**src/rtl/pwm_pkg.sv**
```systemverilog
// pwm_pkg: shared state encoding and constants for the PWM capture block.
package pwm_pkg;

    // Capture FSM states.
    typedef enum logic [1:0] {
        ST_IDLE = 2'd0,
        ST_HIGH = 2'd1,
        ST_LOW  = 2'd2
    } state_e;

    // Default counter width and its saturation ceiling.
    localparam int unsigned CNT_W_DEF   = 16;
    localparam int unsigned CNT_MAX_DEF = (1 << CNT_W_DEF) - 1;

    // Pulse-per-burst counter width and ceiling.
    localparam int unsigned        BURST_W   = 8;
    localparam logic [BURST_W-1:0] BURST_MAX = '1;

    // Percent scaling: 100 fits in PCT_W bits; duty result is DUTY_W bits.
    localparam int unsigned PCT_FULL = 100;
    localparam int unsigned PCT_W    = 7;
    localparam int unsigned DUTY_W   = 8;

endpackage

```
**src/rtl/pwm_div.sv**
```systemverilog
// pwm_div: start/busy/done restoring divider, one quotient bit per cycle.
// A start while busy reloads the operands, so a stale quotient never
// reaches result_o. done_o pulses N_W+1 cycles after start_i.
module pwm_div #(
    parameter int unsigned N_W = 23,   // dividend width
    parameter int unsigned D_W = 16,   // divisor width
    parameter int unsigned R_W = 8     // reported quotient width
) (
    input  logic           clk,
    input  logic           rst,
    input  logic           start_i,
    input  logic [N_W-1:0] dividend_i,
    input  logic [D_W-1:0] divisor_i,
    output logic           done_o,
    output logic [R_W-1:0] result_o
);

    localparam int unsigned CNT_BITS = $clog2(N_W + 1);

    logic                busy_q, busy_d;
    logic                done_q, done_d;
    logic [CNT_BITS-1:0] cnt_q, cnt_d;
    logic [D_W-1:0]      rem_q, rem_d;
    logic [D_W-1:0]      dvs_q, dvs_d;
    logic [N_W-1:0]      quot_q, quot_d;
    logic [R_W-1:0]      res_q, res_d;
    logic [D_W:0]        rem_sh;
    logic [D_W-1:0]      rem_sub;

    // Next-state: load on start, otherwise shift/subtract one bit while busy.
    always_comb begin
        // NOTE: every _d gets its default first; a path leaving one unassigned would infer a latch.
        busy_d  = busy_q;
        done_d  = 1'b0;
        cnt_d   = cnt_q;
        rem_d   = rem_q;
        dvs_d   = dvs_q;
        quot_d  = quot_q;
        res_d   = res_q;
        // Remainder is always below the divisor, so it fits D_W bits before the shift.
        rem_sh  = {rem_q, quot_q[N_W-1]};
        rem_sub = rem_sh[D_W-1:0] - dvs_q;

        if (start_i) begin
            busy_d = 1'b1;
            cnt_d  = CNT_BITS'(N_W);
            rem_d  = '0;
            quot_d = dividend_i;
            dvs_d  = divisor_i;
        end else if (busy_q) begin
            if (rem_sh >= {1'b0, dvs_q}) begin
                rem_d  = rem_sub;
                quot_d = {quot_q[N_W-2:0], 1'b1};
            end else begin
                rem_d  = rem_sh[D_W-1:0];
                quot_d = {quot_q[N_W-2:0], 1'b0};
            end
            cnt_d = cnt_q - 1'b1;
            if (cnt_q == CNT_BITS'(1)) begin
                busy_d = 1'b0;
                done_d = 1'b1;
                res_d  = quot_d[R_W-1:0];
            end
        end
    end

    // Divider state registers.
    always_ff @(posedge clk or posedge rst) begin
        // NOTE: non-blocking assignments so every flop samples pre-edge values.
        if (rst) begin
            busy_q <= 1'b0;
            done_q <= 1'b0;
            cnt_q  <= '0;
            rem_q  <= '0;
            dvs_q  <= '0;
            quot_q <= '0;
            res_q  <= '0;
        end else begin
            busy_q <= busy_d;
            done_q <= done_d;
            cnt_q  <= cnt_d;
            rem_q  <= rem_d;
            dvs_q  <= dvs_d;
            quot_q <= quot_d;
            res_q  <= res_d;
        end
    end

    assign done_o   = done_q;
    assign result_o = res_q;

endmodule

```
**src/rtl/pwm_capture.sv**
```systemverilog
// pwm_capture: measures period and high time of a PWM input, counts pulses
// per burst and flags burst end after an idle timeout.
// Optional build macro DUTY_PCT_EN adds a duty-percent divider (pwm_div);
// without it measDuty/dutyValid are tied low.
module pwm_capture
    import pwm_pkg::*;
#(
    parameter int unsigned CNT_W       = CNT_W_DEF,
    parameter int unsigned TIMEOUT     = 1024,
    parameter int unsigned SYNC_STAGES = 2          // 2..3
) (
    input  logic               clk,
    input  logic               rst,
    input  logic               pwmIn,
    input  logic               enable,
    output logic [CNT_W-1:0]   measPeriod,
    output logic [CNT_W-1:0]   measHigh,
    output logic               measValid,
    output logic [BURST_W-1:0] burstCount,
    output logic               burstDone,
    output logic [DUTY_W-1:0]  measDuty,
    output logic               dutyValid
);

    localparam int unsigned       IDLE_W    = $clog2(TIMEOUT + 1);
    localparam logic [IDLE_W-1:0] IDLE_LAST = IDLE_W'(TIMEOUT - 1);

    logic [SYNC_STAGES-1:0] sync_q;
    logic                   prev_q;
    logic                   pwm_s;
    logic                   rise;
    logic                   fall;

    state_e             state_q, state_d;
    logic [CNT_W-1:0]   high_q, high_d;
    logic [CNT_W-1:0]   low_q, low_d;
    logic [CNT_W-1:0]   period_q, period_d;
    logic [CNT_W-1:0]   mhigh_q, mhigh_d;
    logic [BURST_W-1:0] pulse_q, pulse_d;
    logic [BURST_W-1:0] burst_q, burst_d;
    logic [IDLE_W-1:0]  idle_q, idle_d;
    logic               valid_q, valid_d;
    logic               done_q, done_d;

    logic [CNT_W:0]     sum;
    logic [CNT_W-1:0]   period_sat;
    logic               timeout;

    // Input synchroniser plus one-flop edge detector.
    always_ff @(posedge clk or posedge rst) begin
        if (rst) begin
            sync_q <= '0;
            prev_q <= 1'b0;
        end else begin
            sync_q <= {sync_q[SYNC_STAGES-2:0], pwmIn};
            prev_q <= sync_q[SYNC_STAGES-1];
        end
    end

    assign pwm_s = sync_q[SYNC_STAGES-1];
    assign rise  = pwm_s & ~prev_q;
    assign fall  = ~pwm_s & prev_q;

    // Period sum is one bit wider so overflow clamps instead of wrapping.
    assign sum        = {1'b0, high_q} + {1'b0, low_q};
    assign period_sat = sum[CNT_W] ? '1 : sum[CNT_W-1:0];
    assign timeout    = (idle_q == IDLE_LAST);

    // Next-state and strobe logic for the capture FSM.
    always_comb begin
        state_d  = state_q;
        high_d   = high_q;
        low_d    = low_q;
        pulse_d  = pulse_q;
        idle_d   = idle_q;
        period_d = period_q;
        mhigh_d  = mhigh_q;
        burst_d  = burst_q;
        valid_d  = 1'b0;
        done_d   = 1'b0;

        if (!enable) begin
            state_d = ST_IDLE;
            high_d  = '0;
            low_d   = '0;
            pulse_d = '0;
            idle_d  = '0;
        end else begin
            case (state_q)
                ST_IDLE: begin
                    high_d  = '0;
                    low_d   = '0;
                    pulse_d = '0;
                    idle_d  = '0;
                    // First edge of a burst: nothing to report yet.
                    if (rise) begin
                        state_d = ST_HIGH;
                        high_d  = CNT_W'(1);
                        pulse_d = BURST_W'(1);
                    end
                end
                ST_HIGH: begin
                    if (fall) begin
                        state_d = ST_LOW;
                        low_d   = CNT_W'(1);
                        idle_d  = '0;
                    end else if (timeout) begin
                        // Partial period is dropped; only the pulse count is reported.
                        state_d = ST_IDLE;
                        burst_d = pulse_q;
                        done_d  = 1'b1;
                        high_d  = '0;
                        low_d   = '0;
                        pulse_d = '0;
                        idle_d  = '0;
                    end else begin
                        high_d = (&high_q) ? high_q : high_q + 1'b1;
                        idle_d = idle_q + 1'b1;
                    end
                end
                ST_LOW: begin
                    // A rise beats a simultaneous timeout.
                    if (rise) begin
                        state_d  = ST_HIGH;
                        period_d = period_sat;
                        mhigh_d  = high_q;
                        valid_d  = 1'b1;
                        high_d   = CNT_W'(1);
                        low_d    = '0;
                        pulse_d  = (pulse_q == BURST_MAX) ? pulse_q : pulse_q + 1'b1;
                        idle_d   = '0;
                    end else if (timeout) begin
                        state_d = ST_IDLE;
                        burst_d = pulse_q;
                        done_d  = 1'b1;
                        high_d  = '0;
                        low_d   = '0;
                        pulse_d = '0;
                        idle_d  = '0;
                    end else begin
                        low_d  = (&low_q) ? low_q : low_q + 1'b1;
                        idle_d = idle_q + 1'b1;
                    end
                end
                default: begin
                    state_d = ST_IDLE;
                    high_d  = '0;
                    low_d   = '0;
                    pulse_d = '0;
                    idle_d  = '0;
                end
            endcase
        end
    end

    // FSM, counters and measurement output registers.
    always_ff @(posedge clk or posedge rst) begin
        if (rst) begin
            state_q  <= ST_IDLE;
            high_q   <= '0;
            low_q    <= '0;
            pulse_q  <= '0;
            idle_q   <= '0;
            period_q <= '0;
            mhigh_q  <= '0;
            burst_q  <= '0;
            valid_q  <= 1'b0;
            done_q   <= 1'b0;
        end else begin
            state_q  <= state_d;
            high_q   <= high_d;
            low_q    <= low_d;
            pulse_q  <= pulse_d;
            idle_q   <= idle_d;
            period_q <= period_d;
            mhigh_q  <= mhigh_d;
            burst_q  <= burst_d;
            valid_q  <= valid_d;
            done_q   <= done_d;
        end
    end

    assign measPeriod = period_q;
    assign measHigh   = mhigh_q;
    assign measValid  = valid_q;
    assign burstCount = burst_q;
    assign burstDone  = done_q;

`ifdef DUTY_PCT_EN
    // high*100 always fits CNT_W+PCT_W bits; high <= period keeps the quotient <= 100.
    logic [CNT_W+PCT_W-1:0] div_num;

    assign div_num = (CNT_W + PCT_W)'(mhigh_q) * (CNT_W + PCT_W)'(PCT_FULL);

    pwm_div #(
        .N_W (CNT_W + PCT_W),
        .D_W (CNT_W),
        .R_W (DUTY_W)
    ) u_div (
        .clk        (clk),
        .rst        (rst),
        .start_i    (valid_q),
        .dividend_i (div_num),
        .divisor_i  (period_q),
        .done_o     (dutyValid),
        .result_o   (measDuty)
    );
`else
    assign measDuty  = '0;
    assign dutyValid = 1'b0;
`endif

endmodule

```
**config.mk**
```make
export PLATFORM = sky130hd
export DESIGN_NAME = pwm_capture
export DESIGN_NICKNAME = d
export VERILOG_FILES = /design/src/rtl/pwm_pkg.sv /design/src/rtl/pwm_div.sv /design/src/rtl/pwm_capture.sv
export SDC_FILE = /design/constraint.sdc
export NUM_CORES = 1
export LEC_CHECK = 0
export BUFFER_PORTS_ARGS = -buffer_cell sky130_fd_sc_hd__buf_2
export CORE_MARGIN = 5
export CORE_UTILIZATION = 55
export DETAILED_ROUTE_END_ITERATION = 12
export PLACE_DENSITY = 0.85
export SLEW_MARGIN = 10
export SYNTH_ARGS = -nofsm -noshare
export SYNTH_HDL_FRONTEND = slang
export SYNTH_HIERARCHICAL = 1
export SYNTH_SLANG_ARGS = --single-unit
```
**constraint.sdc**
```tcl
create_clock -name clk -period 4.69 [get_ports clk]
set_input_delay 0.469 -clock clk [delete_from_list [all_inputs] [get_ports clk]]
set_output_delay 0.469 -clock clk [all_outputs]
set_load 0.01 [all_outputs]
```
# Word level (Yosys, flattened, before mapping)
# Cells that the tools add are included.
[op_classes]
div_mod_pow = 0
n_bitwise = 4
mux = 45
eq_ne = 13
shift = 0
add_sub_neg = 5
n_reduce_logical = 9
order_cmp = 0
mul = 0
[op_table]
columns = ["op", "count"]
rows = [
  ["2-to-1 mux 16 bit", 12],
  ["2-to-1 mux 8 bit", 8],
  ["case mux 16 bit (3 select lines)", 1],
  ["2-to-1 mux 11 bit", 4],
  ["adder 16 x 1 -> 16 bit, second input constant", 2],
  ["case mux 16 bit (2 select lines)", 1],
  ["AND reduction 16 bit", 2],
  ["case mux 8 bit (3 select lines)", 1],
  ["case mux 11 bit (2 select lines)", 1],
  ["adder 16 x 16 -> 17 bit", 1],
  ["!= test 4 bit, second input constant", 4],
  ["case mux 8 bit (2 select lines)", 1],
  ["adder 11 x 1 -> 11 bit, second input constant", 1],
  ["== test 11 x 10 -> 1 bit, second input constant", 1],
  ["2-to-1 mux 2 bit", 5],
  ["2-to-1 mux 1 bit", 9],
  ["adder 8 x 1 -> 8 bit, second input constant", 1],
  ["== test 8 bit, second input constant", 1],
  ["!= test 3 bit, second input constant", 2],
  ["case mux 2 bit (3 select lines)", 1],
  ["AND reduction 3 bit", 2],
  ["!= test 5 bit, second input constant", 1],
  ["!= test 2 bit, second input constant", 2],
  ["AND reduction 2 bit", 2],
  ["other kinds (8)", 10],
]
[totals]
out_inout_bits = 51
wordCells = 88
mem_bits_ro = 0
mem_count = 0
input_bits = 4
latchBits = 0
mem_bits_rw = 0
register_bits = 98

# Logic depth before layout (Yosys ltp)
[depth]
word_depth = 6
depth_mapped = 10
depth_no_buf = 8

# Worst setup path after synthesis
# OpenSTA, ideal clock, no wires.
[synth_path]
path_type = "register to register"
start = "register high_q[0]"
end = "register period_q[10], in the netlist measPeriod[10]"
path_stages_with_launch = 10
setup_slack_ps = 2136
required_time_ps = 4569
period_less_slack_ps = 2554
n_path_buf = 1
setup_time_ps = 121
arrival_time_ps = 2433
path_cell_list = "dfrtp_1 > ha_1 > fa_1 > a21oi_1 > o21ai_0 > a41oi_1 > a22oi_1 > a31o_2 > clkbuf_1 > o22a_1"
[synth_via]
elab_chain_cells = 2
[synth_rtl]
columns = ["element", "line", "rtl"]
rows = [
  ["start: declaration", "pwm_capture.sv:35", "logic [CNT_W-1:0] high_q, high_d;"],
  ["start signal: assignment", "pwm_capture.sv:171", "high_q <= high_d;"],
  ["adder 16 x 16 -> 17 bit", "pwm_capture.sv:65", "assign sum = {1'b0, high_q} + {1'b0, low_q};"],
  ["2-to-1 mux 16 bit", "pwm_capture.sv:66", "assign period_sat = sum[CNT_W] ? '1 : sum[CNT_W-1:0];"],
  ["end signal: assignment", "pwm_capture.sv:175", "period_q <= period_d;"],
  ["end: declaration", "pwm_capture.sv:37", "logic [CNT_W-1:0] period_q, period_d;"],
]
# Every way passes these cells.
# A chain may end at the register's enable or synchronous reset.

# Worst setup path after layout
[layout_path]
start = "register state_q[0]"
end = "register low_q[9]"
[layout_via]
elab_chain_cells = 3
elab_cells_between_ends = 7
classes_between = "eq/ne: 4; mux: 2; reduce/logical: 1"
[layout_rtl]
columns = ["element", "line", "rtl"]
rows = [
  ["start: declaration", "pwm_capture.sv:34", "state_e state_q, state_d;"],
  ["start signal: assignment", "pwm_capture.sv:170", "state_q <= state_d;"],
  ["== test 2 bit / == test 2 x 1 -> 1 bit (equally long branches)", "pwm_capture.sv:89", "case (state_q)"],
  ["!= test 5 bit (no source line), or another cell as far along", "-", ""],
  ["AND reduction 2 bit (no source line) / 2-to-1 mux 16 bit (equally long branches)", "-", ""],
  ["end signal: assignment", "pwm_capture.sv:172", "low_q <= low_d;"],
  ["end: declaration", "pwm_capture.sv:36", "logic [CNT_W-1:0] low_q, low_d;"],
]
# Parallel ways exist; a longest one is shown, timed or not.

==> metrics.cfg <==
[outcome]
status = finished, final reports clean

[cts]
cts_post_setup_buffers_inserted = 0
cts_tree = done
htreeDepth = 3
worst_skew_pair.late_latency_ns = 0.38
cts_sinks = 98
root_buffer = clkbuf_8
clkTransAtPathRegs_ns = 0.09
cts_buffer_depth = 2
cts_made_buffers = 9
cts_resized = 0
cts_hold_buf = 0

[worst_setup_path]
r2r_cells = 7
reg2reg_slack_ns = 1.39
critical_path_class = reg2reg
cp.arrival_ns = 3.53
cp-endpoint = low_q[9]
startpoint = state_q[0]
reg2reg_from = state_q[0]
reg2reg_to = low_q[9]
required_ns = 4.93
startpoint_type = register
critPathCaptureType = register
crit_fanout = 17

[placed_design]
dp_cells = 764
place_ws_ns = 1.625
gp_congestion = 0.8987
hpwl_mm = 9.239
placed_area_sq_mm = 0.005818
port_buffers = 45

[timing]
drv_slew = 0
setup_tns_ns = 0
fin_skew_ns = 0.01450
hold_ws_ns = 0.1220
period_share = 0.7026
post-route-worst-setup-slack_ns = 1.395
tightest_slew_ns = 0.9642
layout_min_cycle_time_ns = 3.295
fmax_mhz = 303.5
slew_headroom = 0.3529
grt_setup_unrepaired = no
setup_violations = 0
hold_viol = 0

[global_route]
grt_pass1_vias = 4487
grt_pass1_wl_mm = 22.03
antenna_found_initial = 0
overflow = 0
grt_util_all_layers = 0.2292
grt_max_degree = 57

[routing]
wl_per_cell_microns = 16.60
dr.first_iter.drc_count = 543
drt_wl_total_mm = 12.95
antenna_left = 0
dr.pass1.iters = 6
route.vias.total = 4730
viasPerCell = 6.064
drc_errors = 0

[synth]
synth_top_cells_by_area = dfrtp_1, nand2_1, ha_1, o21ai_0, nor2_1
yosysMostFrequentCell = dfrtp_1
syn_avg_cell_area_sq_um = 9.146
synthArstFlopShare = 1.000
synth_warnings = 6
synth_edf_count = 0
syn_inst = 601
synth-main-ff-cell = dfrtp_1
yosys_register_bits = 98
netlist.top_cell.by_area = dfrtp_1
yosysSeqAreaShare = 0.4462
synth_common_cells = dfrtp_1, nand2_1, o21ai_0
synth.cell_area_sq_mm = 0.005497
synth.top_cell.area_share = 0.4462
synthDistinctLibCells = 63

[floorplanning]
io_pins = 55
core.rowCount = 36
initial_core_util = 0.5623
die_w_microns = 110.0
dieArea_sq_mm = 0.01209
core_area_sq_mm = 0.009774
die_h_microns = 110.0

[cells_and_area]
drive_gt1_frac = 0.1453
antenna_cells = 0
stdcell_count = 780
seqCellArea_sq_mm = 0.002452
nFillCells = 843
multi_input_area_sq_mm = 0.002878
final_cell_area_sq_mm = 0.006012
area_growth_pct = 9.379
final_nets = 671
fin_util = 0.6151

[power]
p_leak_nw = 2.867
p_per_area_mw_per_mm2 = 255.8
vdd.ir_drop.worst_mv = 0.1648
total_power_mw = 1.538

[hold_path]
hp-class = in2async

[job]
maxCapViolCount = 0

-- cell type report --
cell class | instances | share of cell area
multi-input cells | 468 | 0.4787
flip-flops and latches | 98 | 0.4079
repair buffers | 50 | 0.04370
well taps | 133 | 0.02768
clock buffers | 9 | 0.02060
clock inverters | 7 | 0.01165
inverters | 15 | 0.009781
-- state kept, by name, indices dropped and copies added (netlist names), 8 cells and up --
signal      flops
low_q          16
idle_q         11
measHigh       16
measPeriod     16
burstCount      8
high_q         16
pulse_q         8
-- kinds of logic after synthesis --
| family | share of synthesized area |
|---|---|
| AOI/OAI and AO/OA | 0.2010 |
| buffers and inverters | 0.03574 |
| muxes | 0.02231 |
| other | 0.0006822 |
| adders and majority gates | 0.05828 |
| and+or+nand+nor | 0.2056 |
| DFF | 0.4462 |
| xor gates and xnor gates | 0.03028 |
-- layer usage --
layer / GRT usage / vias up / share of wire
met5: 0 / - / 0
met4: 0.06679 / 0 / 0.014
met3: 0.04659 / 23 / 0.086
met2: 0.3666 / 214 / 0.47
met1: 0.3166 / 2263 / 0.43
li1: - / 2230 / -
-- worst min path at each step --
stage	slack, ns	from	to	cells after the start
final	0.12	rst	high_q[4]	2
after global routing	0.18	rst	high_q[2]	2
after CTS	0.14	rst	high_q[2]	2
after detailed placement	0.34	sync_q[0]	sync_q[1]	0
after global placement	0.33	sync_q[0]	sync_q[1]	0
after floorplan	0.33	sync_q[0]	sync_q[1]	0
-- critical path: stages, from the launching register on --
cell	delay [ns]
dfrtp_1	0.42
inv_1	0.12
ha_1	0.41
inv_1	0.19
nor2_1	0.27
o2111ai_2	0.50
or2_0	0.69
o41ai_1	0.55
-- layout by cell type (no fill, tap or decap), types with 4 or more instances in the layout --
cell / Yosys / final
dfrtp_1: 98 / 98
nand2_1: 97 / 97
o21ai_0: 54 / 54
nor2_1: 46 / 46
buf_2: 1 / 45
ha_1: 24 / 24
a21oi_1: 22 / 22
nand3_1: 21 / 21
o22a_1: 19 / 19
inv_1: 15 / 14
and3_1: 14 / 14
o31ai_1: 14 / 14
nor3_1: 12 / 12
nor2b_1: 11 / 11
xor2_1: 10 / 10
mux2_2: 10 / 10
xnor2_1: 9 / 9
conb_1: 1 / 9
clkbuf_8: 0 / 9
nor4_1: 7 / 7
a21o_1: 6 / 6
a211oi_1: 5 / 5
or2_2: 5 / 5
nand2b_1: 5 / 5
a31oi_1: 5 / 5
buf_4: 9 / 5
o21ai_1: 4 / 4
-- where the power goes --
group          leakage (nW)  internal [mW]  total, mW  switching (mW)
combinational          1.41         0.0418      0.112          0.0700
clock                0.0990          0.245      0.548           0.302
sequential             1.36          0.865      0.879          0.0139
total                  2.87           1.15       1.54           0.386
(Power assumes the default switching activity.)
